==> src/rtl/mips_ctrl_pkg.sv <==
// Shared opcodes, ALU codes, FSM states and datapath select codes for the multicycle MIPS control.
// Latency: n/a (definitions only); backpressure: n/a.
package mips_ctrl_pkg;

    localparam logic [5:0] OP_R    = 6'h00;
    localparam logic [5:0] OP_J    = 6'h02;
    localparam logic [5:0] OP_JAL  = 6'h03;
    localparam logic [5:0] OP_BEQ  = 6'h04;
    localparam logic [5:0] OP_BNE  = 6'h05;
    localparam logic [5:0] OP_ADDI = 6'h08;
    localparam logic [5:0] OP_ANDI = 6'h0C;
    localparam logic [5:0] OP_ORI  = 6'h0D;
    localparam logic [5:0] OP_LUI  = 6'h0F;
    localparam logic [5:0] OP_LW   = 6'h23;
    localparam logic [5:0] OP_SW   = 6'h2B;

    localparam logic [2:0] ALU_AND   = 3'd0;
    localparam logic [2:0] ALU_OR    = 3'd1;
    localparam logic [2:0] ALU_NOR   = 3'd2;
    localparam logic [2:0] ALU_ADD   = 3'd3;
    localparam logic [2:0] ALU_SUB   = 3'd4;
    localparam logic [2:0] ALU_LUI   = 3'd5;
    localparam logic [2:0] ALU_JAL   = 3'd6;
    localparam logic [2:0] ALU_FUNCT = 3'd7;

    typedef enum logic [3:0] {
        S_FETCH    = 4'd0,
        S_DECODE   = 4'd1,
        S_MEM_ADDR = 4'd2,
        S_MEM_RD   = 4'd3,
        S_MEM_WB   = 4'd4,
        S_MEM_WR   = 4'd5,
        S_R_EXEC   = 4'd6,
        S_R_WB     = 4'd7,
        S_I_EXEC   = 4'd8,
        S_I_WB     = 4'd9,
        S_BRANCH   = 4'd10,
        S_JUMP     = 4'd11,
        S_JAL_WB   = 4'd12
    } state_t;

    localparam logic [1:0] SRCB_B      = 2'd0;
    localparam logic [1:0] SRCB_FOUR   = 2'd1;
    localparam logic [1:0] SRCB_IMM    = 2'd2;
    localparam logic [1:0] SRCB_IMM_SH = 2'd3;

    localparam logic [1:0] PCSRC_ALU    = 2'd0;
    localparam logic [1:0] PCSRC_ALUOUT = 2'd1;
    localparam logic [1:0] PCSRC_JUMP   = 2'd2;

    localparam logic [1:0] REGDST_RT = 2'd0;
    localparam logic [1:0] REGDST_RD = 2'd1;
    localparam logic [1:0] REGDST_RA = 2'd2;

    localparam logic [1:0] WD_ALUOUT = 2'd0;
    localparam logic [1:0] WD_MDR    = 2'd1;
    localparam logic [1:0] WD_PC     = 2'd2;

endpackage

==> src/rtl/multicycle_ctrl_decode.sv <==
// Combinational state+opcode -> datapath control vector for the multicycle MIPS FSM.
// Latency: zero cycles (pure decode); backpressure: memDone gates the FETCH IR/PC load.
module multicycle_ctrl_decode
    import mips_ctrl_pkg::*;
(
    input  logic [3:0] state,
    input  logic [5:0] op,
    input  logic       zero,
    input  logic       memDone,
    output logic       pcEn,
    output logic       iOrD,
    output logic       memRead,
    output logic       memWrite,
    output logic       irWrite,
    output logic [1:0] regDst,
    output logic [1:0] memToReg,
    output logic       regWrite,
    output logic       aluSrcA,
    output logic [1:0] aluSrcB,
    output logic       zeroImm,
    output logic       lui,
    output logic [1:0] pcSource,
    output logic [2:0] aluOp
);

    logic       pcWrite;
    logic       branchEq;
    logic       branchNe;
    logic [2:0] immAluOp;
    logic       immZero;
    logic       immLui;

    // Immediate-op flavour is held across I_EXEC and I_WB so the ALU result stays stable.
    always_comb begin
        immAluOp = ALU_ADD;
        immZero  = 1'b0;
        immLui   = 1'b0;
        case (op)
            OP_ANDI: begin immAluOp = ALU_AND; immZero = 1'b1; end
            OP_ORI:  begin immAluOp = ALU_OR;  immZero = 1'b1; end
            OP_LUI:  begin immAluOp = ALU_LUI; immLui  = 1'b1; end
            default: ;
        endcase
    end

    always_comb begin
        pcWrite  = 1'b0;
        branchEq = 1'b0;
        branchNe = 1'b0;
        iOrD     = 1'b0;
        memRead  = 1'b0;
        memWrite = 1'b0;
        irWrite  = 1'b0;
        regDst   = REGDST_RT;
        memToReg = WD_ALUOUT;
        regWrite = 1'b0;
        aluSrcA  = 1'b0;
        aluSrcB  = SRCB_B;
        zeroImm  = 1'b0;
        lui      = 1'b0;
        pcSource = PCSRC_ALU;
        aluOp    = ALU_ADD;
        case (state)
            S_FETCH: begin
                memRead = 1'b1;
                aluSrcB = SRCB_FOUR;
                irWrite = memDone;
                pcWrite = memDone;
            end
            S_DECODE:   aluSrcB = SRCB_IMM_SH;
            S_MEM_ADDR: begin aluSrcA = 1'b1; aluSrcB = SRCB_IMM; end
            S_MEM_RD:   begin memRead = 1'b1; iOrD = 1'b1; end
            S_MEM_WB:   begin regWrite = 1'b1; memToReg = WD_MDR; end
            S_MEM_WR:   begin memWrite = 1'b1; iOrD = 1'b1; end
            S_R_EXEC:   begin aluSrcA = 1'b1; aluOp = ALU_FUNCT; end
            S_R_WB:     begin regWrite = 1'b1; regDst = REGDST_RD; end
            S_I_EXEC, S_I_WB: begin
                aluSrcA  = 1'b1;
                aluSrcB  = SRCB_IMM;
                aluOp    = immAluOp;
                zeroImm  = immZero;
                lui      = immLui;
                regWrite = (state == S_I_WB);
            end
            S_BRANCH: begin
                aluSrcA  = 1'b1;
                aluOp    = ALU_SUB;
                pcSource = PCSRC_ALUOUT;
                branchEq = (op == OP_BEQ);
                branchNe = (op == OP_BNE);
            end
            S_JUMP: begin pcWrite = 1'b1; pcSource = PCSRC_JUMP; end
            S_JAL_WB: begin
                regWrite = 1'b1;
                regDst   = REGDST_RA;
                memToReg = WD_PC;
                pcWrite  = 1'b1;
                pcSource = PCSRC_JUMP;
                aluOp    = ALU_JAL;
            end
            default: ;
        endcase
    end

    assign pcEn = pcWrite | (branchEq & zero) | (branchNe & ~zero);

endmodule

==> src/rtl/multicycle_control.sv <==
// Multicycle MIPS control FSM: state register, sequencing, retired-instruction counter, illegal-op pulse.
// Latency: one state per cycle; memory states stall on mem_ready when MEM_HANDSHAKE=1.
module multicycle_control
    import mips_ctrl_pkg::*;
#(
    parameter int ALUOP_W       = 3,
    parameter int MEM_HANDSHAKE = 1,
    parameter int CNT_W         = 16
) (
    input  logic               clk,
    input  logic               reset,
    input  logic [5:0]         op,
    input  logic               zero,
    input  logic               mem_ready,
    output logic               pc_en,
    output logic               i_or_d,
    output logic               mem_read,
    output logic               mem_write,
    output logic               ir_write,
    output logic [1:0]         reg_dst,
    output logic [1:0]         mem_to_reg,
    output logic               reg_write,
    output logic               alu_src_a,
    output logic [1:0]         alu_src_b,
    output logic               zero_imm,
    output logic               lui,
    output logic [1:0]         pc_source,
    output logic [ALUOP_W-1:0] alu_op,
    output logic [3:0]         state_o,
    output logic               illegal_op,
    output logic [CNT_W-1:0]   instr_count
);

    state_t           state;
    state_t           nextState;
    logic             memDone;
    logic             retire;
    logic             illegalNext;
    logic             illegalQ;
    logic [CNT_W-1:0] instrCount;
    logic [2:0]       aluOp3;

    assign memDone = (MEM_HANDSHAKE != 0) ? mem_ready : 1'b1;

    always_comb begin
        nextState   = state;
        retire      = 1'b0;
        illegalNext = 1'b0;
        case (state)
            S_FETCH:  if (memDone) nextState = S_DECODE;
            S_DECODE: begin
                case (op)
                    OP_LW, OP_SW:                     nextState = S_MEM_ADDR;
                    OP_R:                             nextState = S_R_EXEC;
                    OP_ADDI, OP_ANDI, OP_ORI, OP_LUI: nextState = S_I_EXEC;
                    OP_BEQ, OP_BNE:                   nextState = S_BRANCH;
                    OP_J:                             nextState = S_JUMP;
                    OP_JAL:                           nextState = S_JAL_WB;
                    default: begin
                        nextState   = S_FETCH;
                        illegalNext = 1'b1;
                    end
                endcase
            end
            S_MEM_ADDR: nextState = (op == OP_SW) ? S_MEM_WR :
                                    (op == OP_LW) ? S_MEM_RD : S_FETCH;
            S_MEM_RD:   if (memDone) nextState = S_MEM_WB;
            S_MEM_WR: begin
                if (memDone) begin
                    nextState = S_FETCH;
                    retire    = 1'b1;
                end
            end
            S_R_EXEC:   nextState = S_R_WB;
            S_I_EXEC:   nextState = S_I_WB;
            S_MEM_WB, S_R_WB, S_I_WB, S_BRANCH, S_JUMP, S_JAL_WB: begin
                nextState = S_FETCH;
                retire    = 1'b1;
            end
            default:    nextState = S_FETCH;
        endcase
    end

    always_ff @(posedge clk or negedge reset) begin
        if (!reset) begin
            state      <= S_FETCH;
            instrCount <= '0;
            illegalQ   <= 1'b0;
        end else begin
            state    <= nextState;
            illegalQ <= illegalNext;
            if (retire) instrCount <= instrCount + 1'b1;
        end
    end

    multicycle_ctrl_decode u_decode (
        .state    (state),
        .op       (op),
        .zero     (zero),
        .memDone  (memDone),
        .pcEn     (pc_en),
        .iOrD     (i_or_d),
        .memRead  (mem_read),
        .memWrite (mem_write),
        .irWrite  (ir_write),
        .regDst   (reg_dst),
        .memToReg (mem_to_reg),
        .regWrite (reg_write),
        .aluSrcA  (alu_src_a),
        .aluSrcB  (alu_src_b),
        .zeroImm  (zero_imm),
        .lui      (lui),
        .pcSource (pc_source),
        .aluOp    (aluOp3)
    );

    assign alu_op      = ALUOP_W'(aluOp3);
    assign state_o     = state;
    assign illegal_op  = illegalQ;
    assign instr_count = instrCount;

endmodule
==> config.mk <==
export PLATFORM = sky130hd
export DESIGN_NAME = multicycle_control
export DESIGN_NICKNAME = d
export VERILOG_FILES = /design/src/rtl/mips_ctrl_pkg.sv /design/src/rtl/multicycle_ctrl_decode.sv /design/src/rtl/multicycle_control.sv
export SDC_FILE = /design/constraint.sdc
export NUM_CORES = 1
export LEC_CHECK = 0
export CAP_MARGIN = 15
export CORE_MARGIN = 5
export CORE_UTILIZATION = 41
export DETAILED_ROUTE_END_ITERATION = 10
export GPL_TIMING_DRIVEN = 0
export PLACE_DENSITY = 0.75
export SLEW_MARGIN = 0
export SYNTH_ARGS = -nofsm -noshare
export SYNTH_HDL_FRONTEND = slang
export SYNTH_SLANG_ARGS = --single-unit
==> constraint.sdc <==
create_clock -name clk -period 1.7 [get_ports clk]
set_input_delay 0.34 -clock clk [delete_from_list [all_inputs] [get_ports clk]]
set_output_delay 0.34 -clock clk [all_outputs]
set_load 0.05 [all_outputs]
# Word-level counts from Yosys, hierarchy flattened
# Index checks and enable logic that the tools add are counted.
[classes] bitwise=5 n_reduce_logical=16 n_addsub=1 n_mux=30 eq_ne=25
[op_table] operator="4-bit one-hot mux with 7 select lines" count=1
[op_table] operator="6-bit by 4-bit == test with 1-bit output (second input constant)" count=4
[op_table] operator="4-bit one-hot mux with 6 select lines" count=1
[op_table] operator="4-bit == test (second input constant)" count=5
[op_table] operator="16-bit by 1-bit adder with 16-bit output (second input constant)" count=1
[op_table] operator="4-bit by 3-bit == test with 1-bit output (second input constant)" count=4
[op_table] operator="1-bit two-way mux" count=14
[op_table] operator="2-bit OR reduction" count=7
[op_table] operator="6-bit by 2-bit == test with 1-bit output (second input constant)" count=2
[op_table] operator="6-bit by 3-bit == test with 1-bit output (second input constant)" count=2
[op_table] operator="6-bit == test (second input constant)" count=2
[op_table] operator="4-bit two-way mux" count=3
[op_table] operator="2-bit one-hot mux with 2 select lines" count=3
[op_table] operator="3-bit one-hot mux with 4 select lines" count=1
[op_table] operator="11-bit OR reduction" count=1
[op_table] operator="3-bit one-hot mux with 3 select lines" count=1
[op_table] operator="4-bit by 2-bit == test with 1-bit output (second input constant)" count=2
[op_table] operator="6-bit zero test" count=1
[op_table] operator="2-bit inequality test (second input constant)" count=3
[op_table] operator="1-bit one-hot mux with 2 select lines" count=3
[op_table] operator="2-bit one-hot mux with 3 select lines" count=1
[op_table] operator="3-bit OR reduction" count=2
[op_table] operator="6-bit OR reduction" count=1
[op_table] operator="5-bit OR reduction" count=1
[op_table] operator="other kinds (9)" count=11
[totals] regBits=21 word_cells=80 output_inout_bits=41

# Depth between registers and ports, before layout
# Gate-level depths: netlist of run 1.
[logic_depth] ltp_word=5 ltp_mapped=5

# Hierarchy
# A second synthesis of run 1 with hierarchy kept.
[hier_totals] hier_cells=187 hier_area_um2=1717.9
[by_module_without_submodules] module="multicycle_control" area_each_um2=1370.1 cells_per_inst=137 n_inst=1
[by_module_without_submodules] module="multicycle_ctrl_decode" area_each_um2=347.8 cells_per_inst=50 n_inst=1

# Least setup slack after synthesis of run 1
# No wires, ideal clock.
[synth_timing] kind="reg-to-output" from="register state[0], in the netlist state_o[0]" to="output alu_op[0]" t_arrival_ns=2.926 slack_ns=-1.566 stages_incl_launch_ff=4 path_cell_list="dfrtp_1 -> clkbuf_1 -> nor2b_1 -> o311ai_0"
[synth_via] elab_chain_len=3 word_cells_on_any_way=7 classes_between="eq/ne (5); mux (1); reduce/logical (1)"
[synth_rtl] item="start: declaration" line_no="multicycle_control.sv:34" text="state_t state;"
[synth_rtl] item="start signal: assignment" line_no="multicycle_control.sv:90" text="state <= nextState;"
[synth_rtl] item="4-bit == test" line_no="multicycle_ctrl_decode.sv:63" text="case (state)"
[synth_rtl] item="2-bit OR reduction" line_no="multicycle_ctrl_decode.sv:63"
[synth_rtl] item="3-bit one-hot mux with 4 select lines *" line_no="multicycle_ctrl_decode.sv:63"
[synth_rtl] item="end: declaration" line_no="multicycle_control.sv:28" text="output logic [ALUOP_W-1:0] alu_op,"
# Mark *: on every way between the ends. The rest lies on a longest branch, timed or not.

# Worst setup path after layout of run 1
[layout_timing] from="register state[3], in the netlist state_o[3]" to="output alu_src_b[1]"
[layout_via] elab_chain_len=3 word_cells_on_any_way=7 classes_between="eq/ne (4); mux (1); reduce/logical (2)"
[layout_rtl] item="4-bit by 2-bit == test with 1-bit output / 4-bit == test (equally long branches)" line_no="multicycle_ctrl_decode.sv:63"
[layout_rtl] item="3-bit OR reduction (no line)"
[layout_rtl] item="2-bit one-hot mux with 3 select lines *" line_no="multicycle_ctrl_decode.sv:63"
[layout_rtl] item="end: declaration" line_no="multicycle_control.sv:24" text="output logic [1:0] alu_src_b,"
# Marked as above.

==> flow_metrics.env, run 1 <==
export IMPL_status="finished, violations left"
export IMPL_violations="negative setup slack"
export IMPL_p_int_mw=2.07
export IMPL_cp_depth=6
export IMPL_drive_gt1_frac=0.585
export IMPL_worstPathMaxFanout=9
export IMPL_die_x_um=71.2
export IMPL_drv_cap=0
export IMPL_async_flop_share=1.00
export IMPL_cp_end_kind="output pin"
export IMPL_cts_tree="built"
export IMPL_cp_required_ns=1.36
export IMPL_syn_nets=187
export IMPL_grt_pass1_wl_um=10300
export IMPL_nNetsFinal=296
export IMPL_postLayoutCellArea_um2=3320
export IMPL_synth_area_per_cell_um2=8.72
export IMPL_finalSetupViolCount=33
export IMPL_p_leak_nw=1.40
export IMPL_dieHeight_um=71.2
export IMPL_ios=51
export IMPL_post_route_period_util=1.20
export IMPL_fin_hold_ws_ns=0.477
export IMPL_critPathTopFamily="buffers and inverters"
export IMPL_pre_cts_slack_ns=-1.29
export IMPL_fmax_mhz=490
export IMPL_synth_top_cell_area_share=0.343
export IMPL_yosysSeqAreaShare=0.343
export IMPL_synth_commonest_cells="dfrtp_1 (21), xnor2_1 (18), nor2_1 (13), nand3_1 (11), nand2_1 (9)"
export IMPL_power_switching_mw=2.03
export IMPL_worstSkewPairLatency_ns=0.28
export IMPL_reg2reg_depth=9
export IMPL_synth_area_leaders="dfrtp_1 (34%), xnor2_1 (10%), nand3_1 (3.6%), nor2b_1 (3.3%), nor2_1 (3.2%)"
export IMPL_skew_ns=0.00500
export IMPL_setup_ws_ns=-0.342
export IMPL_comb_power_share=0.748
export IMPL_routed_wl_um=8630
export IMPL_period_needed_ns=2.04
export IMPL_power_density_nw_per_um2=1230
export IMPL_crit_type="register to output pin"
export IMPL_cts_hold_buf=0
export IMPL_path_cells="clkbuf_16, clkbuf_16, nor2_1, nor2_1, o21a_2, buf_6"
export IMPL_yosys_most_used_dff="dfrtp_1"
export IMPL_ys_ff_latch=21
export IMPL_synth_cells=176
export IMPL_synth_top_area_cell="dfrtp_1"
export IMPL_worst_path_buf_inv=3
export IMPL_hold_path_class="register to register"
export IMPL_num_vias=2117
export IMPL_wl_per_cell_um=26.0
export IMPL_drt_iter0_drc=225
export IMPL_swShare=0.495
export IMPL_slew_viol_final=0
export IMPL_diodes=0
export IMPL_grt_overflow_total=0
export IMPL_hold_viol=0
export IMPL_whs_path_depth=1
export IMPL_synth_cell_area_um2=1530
export IMPL_arrival_ns=1.70
export IMPL_p_seq_frac=0.168
export IMPL_die_area_um2=5060
export IMPL_htreeDepth=1
export IMPL_cts_root_buffer_cell="clkbuf_8"
export IMPL_synth_edff_count=0
export IMPL_row_count=22
export IMPL_routabilityCongestion=0.942
export IMPL_power_total_mw=4.09
export IMPL_dp_hpwl_um=3340
export IMPL_cp_slowest_stage_delay_ns=0.45
export IMPL_via_per_inst=6.38
export IMPL_clockBufferDepth=2
export IMPL_clock_sinks=21
export IMPL_cp_start_kind="register"
export IMPL_cts_clk_slew_worst_paths_ns=0.08
export IMPL_cts_made_buffers=3
export IMPL_io_buffer_count=49
export IMPL_rsz0062_at_grt="true"
export IMPL_ant_nets=0
export IMPL_drc_errors=0
export IMPL_yosys_warnings=0
export IMPL_syn2layout_area_growth_pct=116
export IMPL_max_slew_margin=0.348
export IMPL_worst_pin_slew_ns=0.975
export IMPL_clock_power_share=0.084
export IMPL_initial_core_util=0.422
export IMPL_final_util=0.913
export IMPL_place_area_um2=2330
export IMPL_grt_use_total=0.265
export IMPL_drtPass1Iterations=5
export IMPL_antenna_found_initial=0
export IMPL_synth_cell_types=50
export IMPL_vdd_drop_max_mv=1.01
export IMPL_synth_most_common_cell="dfrtp_1"
export IMPL_coreArea_um2=3630
export IMPL_slowest_stage="dfrtp_2"
export IMPL_grt_max_degree=22
export IMPL_first_global_vias=1859
## per-stage QoR
stage	TNS [ns]	cells
final	-4.40	332
after global routing	-6.27	332
after CTS	-2.16	308
after detailed placement	-22.39	273
after global placement	-21.31	273
after floorplan	-1.97	176
## placed cells by master, fill, tap and decap left out, types with 5 or more instances in the layout
master,Yosys,routed
buf_12,0,7
buf_4,2,40
buf_6,0,22
buf_8,0,10
clkbuf_16,0,6
clkbuf_8,0,5
dfrtp_1,21,17
dlygate4sd2_1,0,22
nand3_1,11,5
nand3_2,0,5
nand4_1,5,5
nor2_4,0,10
nor3_4,0,5
xnor2_1,18,16
## path summary, 6_finish.rpt
path / from / endpoint / slack [ns]
min in group asynchronous: reset / instr_count[3] / 0.60
hold / removal: instr_count[15] / instr_count[15] / 0.48
max in group asynchronous: reset / state_o[2] / 0.44
hold reg to reg: instr_count[15] / instr_count[15] / 0.48
setup / recovery: state_o[3] / alu_src_b[1] / -0.34
setup reg to reg: state_o[2] / instr_count[12] / -0.15
## sequential cells by signal, indices dropped and copies added, names as in the netlist
| name | cells |
|---|---|
| instr_count | 16 |
| state_o | 4 |
| illegal_op | 1 |
## worst reg2reg max path, cell delays in order, from the launching register on
cell and delay (ns):
dfrtp_2 0.45, buf_6 0.14, clkbuf_16 0.15, buf_4 0.15, nor3_4 0.25, buf_6 0.14, nor4_4 0.03, buf_4 0.17
nand4_1 0.15, xnor2_1 0.14
## cells by family (layout without fill, tap and decap cells)
family	after synthesis	count (layout)	synth area share
AND/OR/NAND/NOR	83	83	0.312
AO/OA/AOI/OAI	34	34	0.162
flip-flops	21	21	0.343
XOR/XNOR	19	19	0.108
buffers and inverters	16	124	0.0489
multiplexers	2	2	0.0171
adder cells (fa/ha/maj)	1	1	0.00816
## area by class of cell
| type | count | area, um^2 |
|---|---|---|
| buffer | 13 | 235 |
| clock buffer | 3 | 41.3 |
| clock inverter | 1 | 5.00 |
| fill | 131 | 317 |
| inverter | 3 | 16.3 |
| multi-input combinational | 139 | 1400 |
| sequential | 21 | 531 |
| tap | 48 | 60.1 |
| timing repair buffer | 104 | 1030 |
## timing repair
item / CTS / global route
endpoints found under the hold margin: 0 / 0
cloned: 2 / 1
endpoints found under the setup margin: 58 / 41
resized for setup: 232 / 45
buffers inserted: 29 / 23
pin swaps: 16 / 20
## per-layer routing
layer,vias to the layer above,wire length (um),global-route usage
met5,-,0,0
met4,0,764,0.146
met3,73,702,0.0440
met2,166,4070,0.434
met1,1017,3090,0.330
li1,861,-,-
## power groups by stage
stage          Clock, mW  Combinational, mW  Sequential (mW)
2_1_floorplan          0               1.10            0.926
3_3_place_gp           0               1.85            0.674
3_5_place_dp           0               1.86            0.678
4_1_cts            0.333               2.48            0.664
5_1_grt            0.365               3.15            0.693
6_report           0.344               3.06            0.688
Note: power is estimated with default switching activity, not from simulation.
==> run 2: changes to the inputs <==
--- a/config.mk
+++ b/config.mk
@@ -5,6 +5,7 @@
 export SDC_FILE = /design/constraint.sdc
 export NUM_CORES = 1
 export LEC_CHECK = 0
+export ABC_CLOCK_PERIOD_IN_PS = 1700
 export CAP_MARGIN = 15
 export CORE_MARGIN = 5
 export CORE_UTILIZATION = 41
@@ -15,3 +16,4 @@
 export SYNTH_ARGS = -nofsm -noshare
 export SYNTH_HDL_FRONTEND = slang
 export SYNTH_SLANG_ARGS = --single-unit
+export TNS_END_PERCENT = 50
==> run 2 against run 1 <==
The flow still finishes with violations (negative setup slack). Critical path depth is 1 higher. First-iteration DRC count is 15% higher. Combinational power about the same. Maximum frequency fell by 1.8%. Clock skew up 0.0045 ns. Routed wire length increased by 1.0%. Final area grew 1.5%. Count of clock-buffer cells in the layout unchanged. Critical endpoint is now instr_count[13].
==> flow_metrics.env, run 2 (same netlist as run 1, synthesis figures left out) <==
export IMPL_grt_overflow_total=0
export IMPL_drc_errors=0
export IMPL_cp_slowest_stage_delay_ns=0.48
export IMPL_finalSetupViolCount=39
export IMPL_postLayoutCellArea_um2=3370
export IMPL_hold_path_class="primary input to register"
export IMPL_place_area_um2=2330
export IMPL_reg2reg_to="instr_count[13]"
export IMPL_routabilityCongestion=0.876
export IMPL_drt_iter0_drc=258
export IMPL_rsz0062_at_grt="true"
export IMPL_cp_start_kind="register"
export IMPL_cp_end_kind="register"
export IMPL_worstPathMaxFanout=6
export IMPL_clockBufferDepth=2
export IMPL_clock_sinks=21
export IMPL_startpoint="state_o[3]"
export IMPL_die_x_um=71.2
export IMPL_power_density_nw_per_um2=1220
export IMPL_crit_path_end="instr_count[13]"
export IMPL_worst_pin_slew_ns=0.960
export IMPL_io_buffer_count=49
export IMPL_nNetsFinal=306
export IMPL_pre_cts_slack_ns=-1.27
export IMPL_dp_hpwl_um=3440
export IMPL_fill_cells=113
export IMPL_cts_made_buffers=3
export IMPL_arrival_ns=2.26
export IMPL_die_area_um2=5060
export IMPL_antenna_found_initial=0
export IMPL_final_util=0.927
export IMPL_status="finished, violations left"
export IMPL_post_route_period_util=1.22
export IMPL_max_slew_margin=0.358
export IMPL_grt_use_total=0.245
export IMPL_hold_viol=0
export IMPL_cts_root_buffer_cell="clkbuf_8"
export IMPL_drv_cap=0
export IMPL_multi_input_area_um2=1380
export IMPL_violations="negative setup slack"
export IMPL_dieHeight_um=71.2
export IMPL_final_common_cell="buf_4"
export IMPL_ant_nets=0
export IMPL_drive_gt1_frac=0.575
export IMPL_reg2reg_depth=7
export IMPL_cp_required_ns=1.88
export IMPL_period_needed_ns=2.08
export IMPL_htreeDepth=1
export IMPL_via_per_inst=6.44
export IMPL_vdd_drop_max_mv=1.39
export IMPL_row_count=22
export IMPL_cts_hold_buf=0
export IMPL_first_global_vias=1957
export IMPL_routed_wl_um=8720
export IMPL_wl_per_cell_um=25.5
export IMPL_cts_tree="built"
export IMPL_worstSkewPairLatency_ns=0.28
export IMPL_drtPass1Iterations=5
export IMPL_cts_clk_slew_worst_paths_ns=0.08
export IMPL_setup_ws_ns=-0.379
export IMPL_r2r_slack_ns=-0.38
export IMPL_skew_ns=0.00946
export IMPL_grt_pass1_wl_um=9940
export IMPL_diodes=0
export IMPL_slowest_stage="dfrtp_2"
export IMPL_fmax_mhz=481
export IMPL_grt_max_degree=22
export IMPL_largest_reg_flops=16
export IMPL_coreArea_um2=3630
export IMPL_syn2layout_area_growth_pct=119
export IMPL_slew_viol_final=0
export IMPL_ff_latch_area_um2=531
export IMPL_crit_type="register to register"
export IMPL_ios=51
export IMPL_path_cells="buf_6, buf_6, mux2_4, a2111oi_4, buf_4, nand4b_1, xnor2_1"
export IMPL_cpMostUsedCell="buf_6"
export IMPL_layout_common_cells="buf_4 (46), buf_6 (26), dlygate4sd2_1 (21)"
export IMPL_initial_core_util=0.422
export IMPL_p_leak_nw=1.46
export IMPL_num_vias=2204
export IMPL_rr_startpoint="state_o[3]"
[run 2: worst max-delay path, delay by kind of cell, from the launching register on]
family	cells	cell delay, ns
buffers and inverters	3	0.49
flip-flops	1	0.48
AO/OA/AOI/OAI	1	0.33
multiplexers	1	0.29
XOR/XNOR	1	0.25
AND/OR/NAND/NOR	1	0.17
[run 2: timing repair]
item / in CTS / in global routing
pin swaps: 13 / 31
resized for setup: 223 / 52
setup endpoints to repair: 59 / 42
setup buffers: 22 / 40
gates cloned: 2 / 1
[run 2: worst min path at each step]
stage	end	slack (ns)	cells past startpoint	startpoint
6_report	state_o[1]	0.49	2	op[3]
5_1_grt	instr_count[15]	0.49	1	instr_count[15]
4_1_cts	state_o[1]	0.46	2	op[3]
3_5_place_dp	instr_count[4]	0.49	1	instr_count[4]
3_3_place_gp	instr_count[15]	0.46	1	instr_count[15]
2_1_floorplan	illegal_op	0.04	0	reset
[run 2: layout make-up]
| class | count | share of cell area |
|---|---|---|
| multi-input cells | 139 | 0.410 |
| repair buffers | 114 | 0.331 |
| flip-flops and latches | 21 | 0.158 |
| plain buffers | 13 | 0.0654 |
| well taps | 48 | 0.0178 |
| clock buffers | 3 | 0.0123 |
| inverters | 3 | 0.00409 |
| clock inverters | 1 | 0.00149 |
[run 2: per-layer routing]
metal / track usage / share of wire / up-vias
met1: 0.307 / 0.38 / 1087
li1: - / - / 887
met4: 0.0939 / 0.044 / 0
met3: 0.0724 / 0.10 / 45
met2: 0.397 / 0.48 / 185
met5: 0 / 0 / -
[run 2: where the power goes]
| part | leakage (nW) | internal (mW) | switching, mW |
|---|---|---|---|
| registers | 0.279 | 0.579 | 0.118 |
| clock network | 0.0255 | 0.164 | 0.176 |
| logic | 1.16 | 1.31 | 1.75 |
[run 2: metrics by stage]
step | instances | setup TNS [ns] | hold slack (ns) | power, mW
final | 342 | -9.17 | 0.485 | 4.10
after global routing | 342 | -10.47 | 0.494 | 4.20
after CTS | 301 | -3.30 | 0.461 | 3.25
after detailed placement | 273 | -21.68 | 0.488 | 2.54
after global placement | 273 | -21.04 | 0.462 | 2.53
after floorplan | 176 | -2.08 | 0.0444 | 2.02
==> run 3: changes to the inputs <==
--- a/config.mk
+++ b/config.mk
@@ -5,13 +5,14 @@
 export SDC_FILE = /design/constraint.sdc
 export NUM_CORES = 1
 export LEC_CHECK = 0
+export ABC_AREA = 1
 export ABC_CLOCK_PERIOD_IN_PS = 1700
 export CAP_MARGIN = 15
 export CORE_MARGIN = 5
-export CORE_UTILIZATION = 41
+export CORE_UTILIZATION = 43
 export DETAILED_ROUTE_END_ITERATION = 10
 export GPL_TIMING_DRIVEN = 0
-export PLACE_DENSITY = 0.75
+export PLACE_DENSITY = 0.76
 export SLEW_MARGIN = 0
 export SYNTH_ARGS = -nofsm -noshare
 export SYNTH_HDL_FRONTEND = slang
==> run 3 against run 2 <==
The run still ends with negative setup slack left. Critical path depth shrank 1. Power down 28%. Sequential power shrank 3.6%. Sequential cell count stayed put. Synthesized cell count grew 55%. Final cell count is 15% higher. Critical endpoint is now alu_op[2]. Largest cell class unchanged. Largest power group unchanged. Highest routed layer unchanged.
==> flow_metrics.env, run 3 <==
export IMPL_vdd_drop_max_mv=0.615
export IMPL_cts_tree="built"
export IMPL_violations="negative setup slack"
export IMPL_yosys_most_used_dff="dfrtp_1"
export IMPL_synth_area_leaders="dfrtp_1 (31%), nand2_1 (21%), nand3_1 (9.8%), nor2_1 (8.9%), inv_1 (6.9%)"
export IMPL_syn2layout_area_growth_pct=58.6
export IMPL_cts_hold_buf=0
export IMPL_die_area_um2=5260
export IMPL_arrival_ns=1.58
export IMPL_crit_type="register to output pin"
export IMPL_diodes=0
export IMPL_dp_cells=371
export IMPL_status="finished, violations left"
export IMPL_grt_overflow_total=0
export IMPL_drive_gt1_frac=0.301
export IMPL_async_flop_share=1.00
export IMPL_synth_most_common_cell="nand2_1"
export IMPL_worstPathMaxFanout=4
export IMPL_grt_pass1_wl_um=8280
export IMPL_max_slew_margin=0.373
export IMPL_setup_ws_ns=-0.219
export IMPL_critPathTopFamily="buffers and inverters"
export IMPL_fill_cells=304
export IMPL_worstSkewPairLatency_ns=0.26
export IMPL_yosys_warnings=0
export IMPL_p_int_mw=1.40
export IMPL_post_route_period_util=1.13
export IMPL_hold_path_class="primary input to async pin"
export IMPL_cts_made_buffers=3
export IMPL_ios=51
export IMPL_cp_start_kind="register"
export IMPL_busiest_layer="met2"
export IMPL_dp_hpwl_um=3760
export IMPL_clockBufferDepth=2
export IMPL_grt_use_total=0.194
export IMPL_synth_cell_types=26
export IMPL_dieHeight_um=72.5
export IMPL_row_count=22
export IMPL_routed_wl_um=5410
export IMPL_skew_ns=0.0107
export IMPL_final_common_cell="nand2_1"
export IMPL_ant_nets=0
export IMPL_syn_nets=284
export IMPL_initial_core_util=0.453
export IMPL_clock_sinks=21
export IMPL_via_per_inst=5.13
export IMPL_cts_clk_slew_worst_paths_ns=0.08
export IMPL_num_vias=2021
export IMPL_worst_pin_slew_ns=0.938
export IMPL_synth_commonest_cells="nand2_1 (94), nor2_1 (40), nand3_1 (33), inv_1 (31), dfrtp_1 (21)"
export IMPL_comb_power_share=0.662
export IMPL_finalSetupViolCount=17
export IMPL_cp_end_kind="output pin"
export IMPL_io_buffer_count=50
export IMPL_pre_cts_slack_ns=-1.28
export IMPL_slew_viol_final=0
export IMPL_yosysSeqAreaShare=0.313
export IMPL_clock_power_share=0.111
export IMPL_worst_path_buf_inv=4
export IMPL_place_area_um2=2360
export IMPL_p_leak_nw=1.36
export IMPL_slowest_stage="dfrtp_2"
export IMPL_cts_root_buffer_cell="clkbuf_8"
export IMPL_grt_max_degree=22
export IMPL_synth_top_area_cell="dfrtp_1"
export IMPL_hold_viol=0
export IMPL_drv_cap=0
export IMPL_use_met2=0.327
export IMPL_coreArea_um2=3720
export IMPL_rsz0062_at_grt="true"
export IMPL_die_x_um=72.5
export IMPL_synth_cells=273
export IMPL_path_cells="buf_6, buf_6, nor2_4, inv_4, o31ai_4, buf_6"
export IMPL_nNetsFinal=358
export IMPL_fin_cells=394
export IMPL_antenna_found_initial=0
export IMPL_swShare=0.526
export IMPL_cpMostUsedCell="buf_6"
export IMPL_drt_iter0_drc=181
export IMPL_period_needed_ns=1.92
export IMPL_synth_area_per_cell_um2=6.16
export IMPL_p_seq_frac=0.228
export IMPL_first_global_vias=1756
export IMPL_cp_required_ns=1.36
export IMPL_power_density_nw_per_um2=1110
export IMPL_postLayoutCellArea_um2=2670
export IMPL_cp_slowest_stage_delay_ns=0.46
export IMPL_grt_util_met3=0.0346
export IMPL_drc_errors=0
export IMPL_drtPass1Iterations=4
export IMPL_largest_reg_flops=16
export IMPL_synth_edff_count=0
export IMPL_fmax_mhz=521
export IMPL_routabilityCongestion=0.876
export IMPL_grt_met1_usage=0.266
export IMPL_layout_common_cells="nand2_1 (87), nand3_1 (31), nor2_1 (27)"
export IMPL_htreeDepth=1
export IMPL_synth_top_cell_area_share=0.313
export IMPL_wl_per_cell_um=13.7
export IMPL_power_switching_mw=1.55
export IMPL_synth_cell_area_um2=1680
export IMPL_ys_ff_latch=21
==> run 3: path summary, 6_finish.rpt <==
path                           startpoint               to  slack, ns  cells after the start
max                            state_o[1]        alu_op[2]      -0.22                      6
min                                 reset   instr_count[7]       0.59                      1
max reg2reg                    state_o[1]  instr_count[10]          0                     10
min reg2reg                instr_count[1]   instr_count[1]       0.59                      2
max in group asynchronous           reset       state_o[1]       0.46                      1
min in group clk           instr_count[1]   instr_count[1]       0.59                      2
==> run 3: cell type report <==
type	count	area (um^2)	share of cell area
clock inverter	1	5.00	0.00188
sequential	21	531	0.199
multi-input combinational	213	1200	0.451
inverter	35	144	0.0539
clock buffer	3	41.3	0.0155
tap	48	60.1	0.0225
buffer	4	37.5	0.0141
timing repair buffer	69	646	0.242
==> run 3: what timing repair did <==
action                     4_1_cts  5_1_grt
pin swaps                        2        8
gates resized for setup        185       24
setup buffers                    4       15
setup endpoints to repair       41       31
==> run 3: kinds of logic (layout without fill, tap and decap cells) <==
family / Yosys count / in the layout / synth area share
DFF: 21 / 21 / 0.312
and+or+nand+nor: 191 / 191 / 0.491
adders and majority gates: 1 / 1 / 0.00744
buffers and inverters: 39 / 112 / 0.0997
AOI/OAI and AO/OA: 14 / 14 / 0.0528
xor gates and xnor gates: 7 / 7 / 0.0365
==> run 3: per-layer routing <==
layer / vias to the layer above / part of all wire
li1: 1012 / -
met1: 940 / 0.44
met2: 61 / 0.49
met3: 8 / 0.052
met4: 0 / 0.014
met5: - / 0
==> run 3: power by group through the flow <==
stage | Sequential (mW) | Combinational, mW | Clock (mW)
6_report | 0.672 | 1.95 | 0.328
5_1_grt | 0.685 | 2.06 | 0.365
4_1_cts | 0.679 | 1.70 | 0.344
3_5_place_dp | 0.686 | 1.62 | 0
3_3_place_gp | 0.686 | 1.61 | 0
2_1_floorplan | 0.898 | 0.919 | 0
==> run 3: metrics by stage <==
| step | power [mW] | TNS, ns | utilization | hold WS, ns |
|---|---|---|---|---|
| after detailed placement | 2.31 | -12.20 | 0.636 | 0.559 |
| final | 2.95 | -1.75 | 0.718 | 0.592 |
| after CTS | 2.72 | -1.23 | 0.672 | 0.577 |
| after floorplan | 1.82 | -1.80 | - | 0.0444 |
| after global placement | 2.30 | -12.06 | 0.636 | 0.545 |
| after global routing | 3.11 | -3.86 | 0.718 | 0.621 |
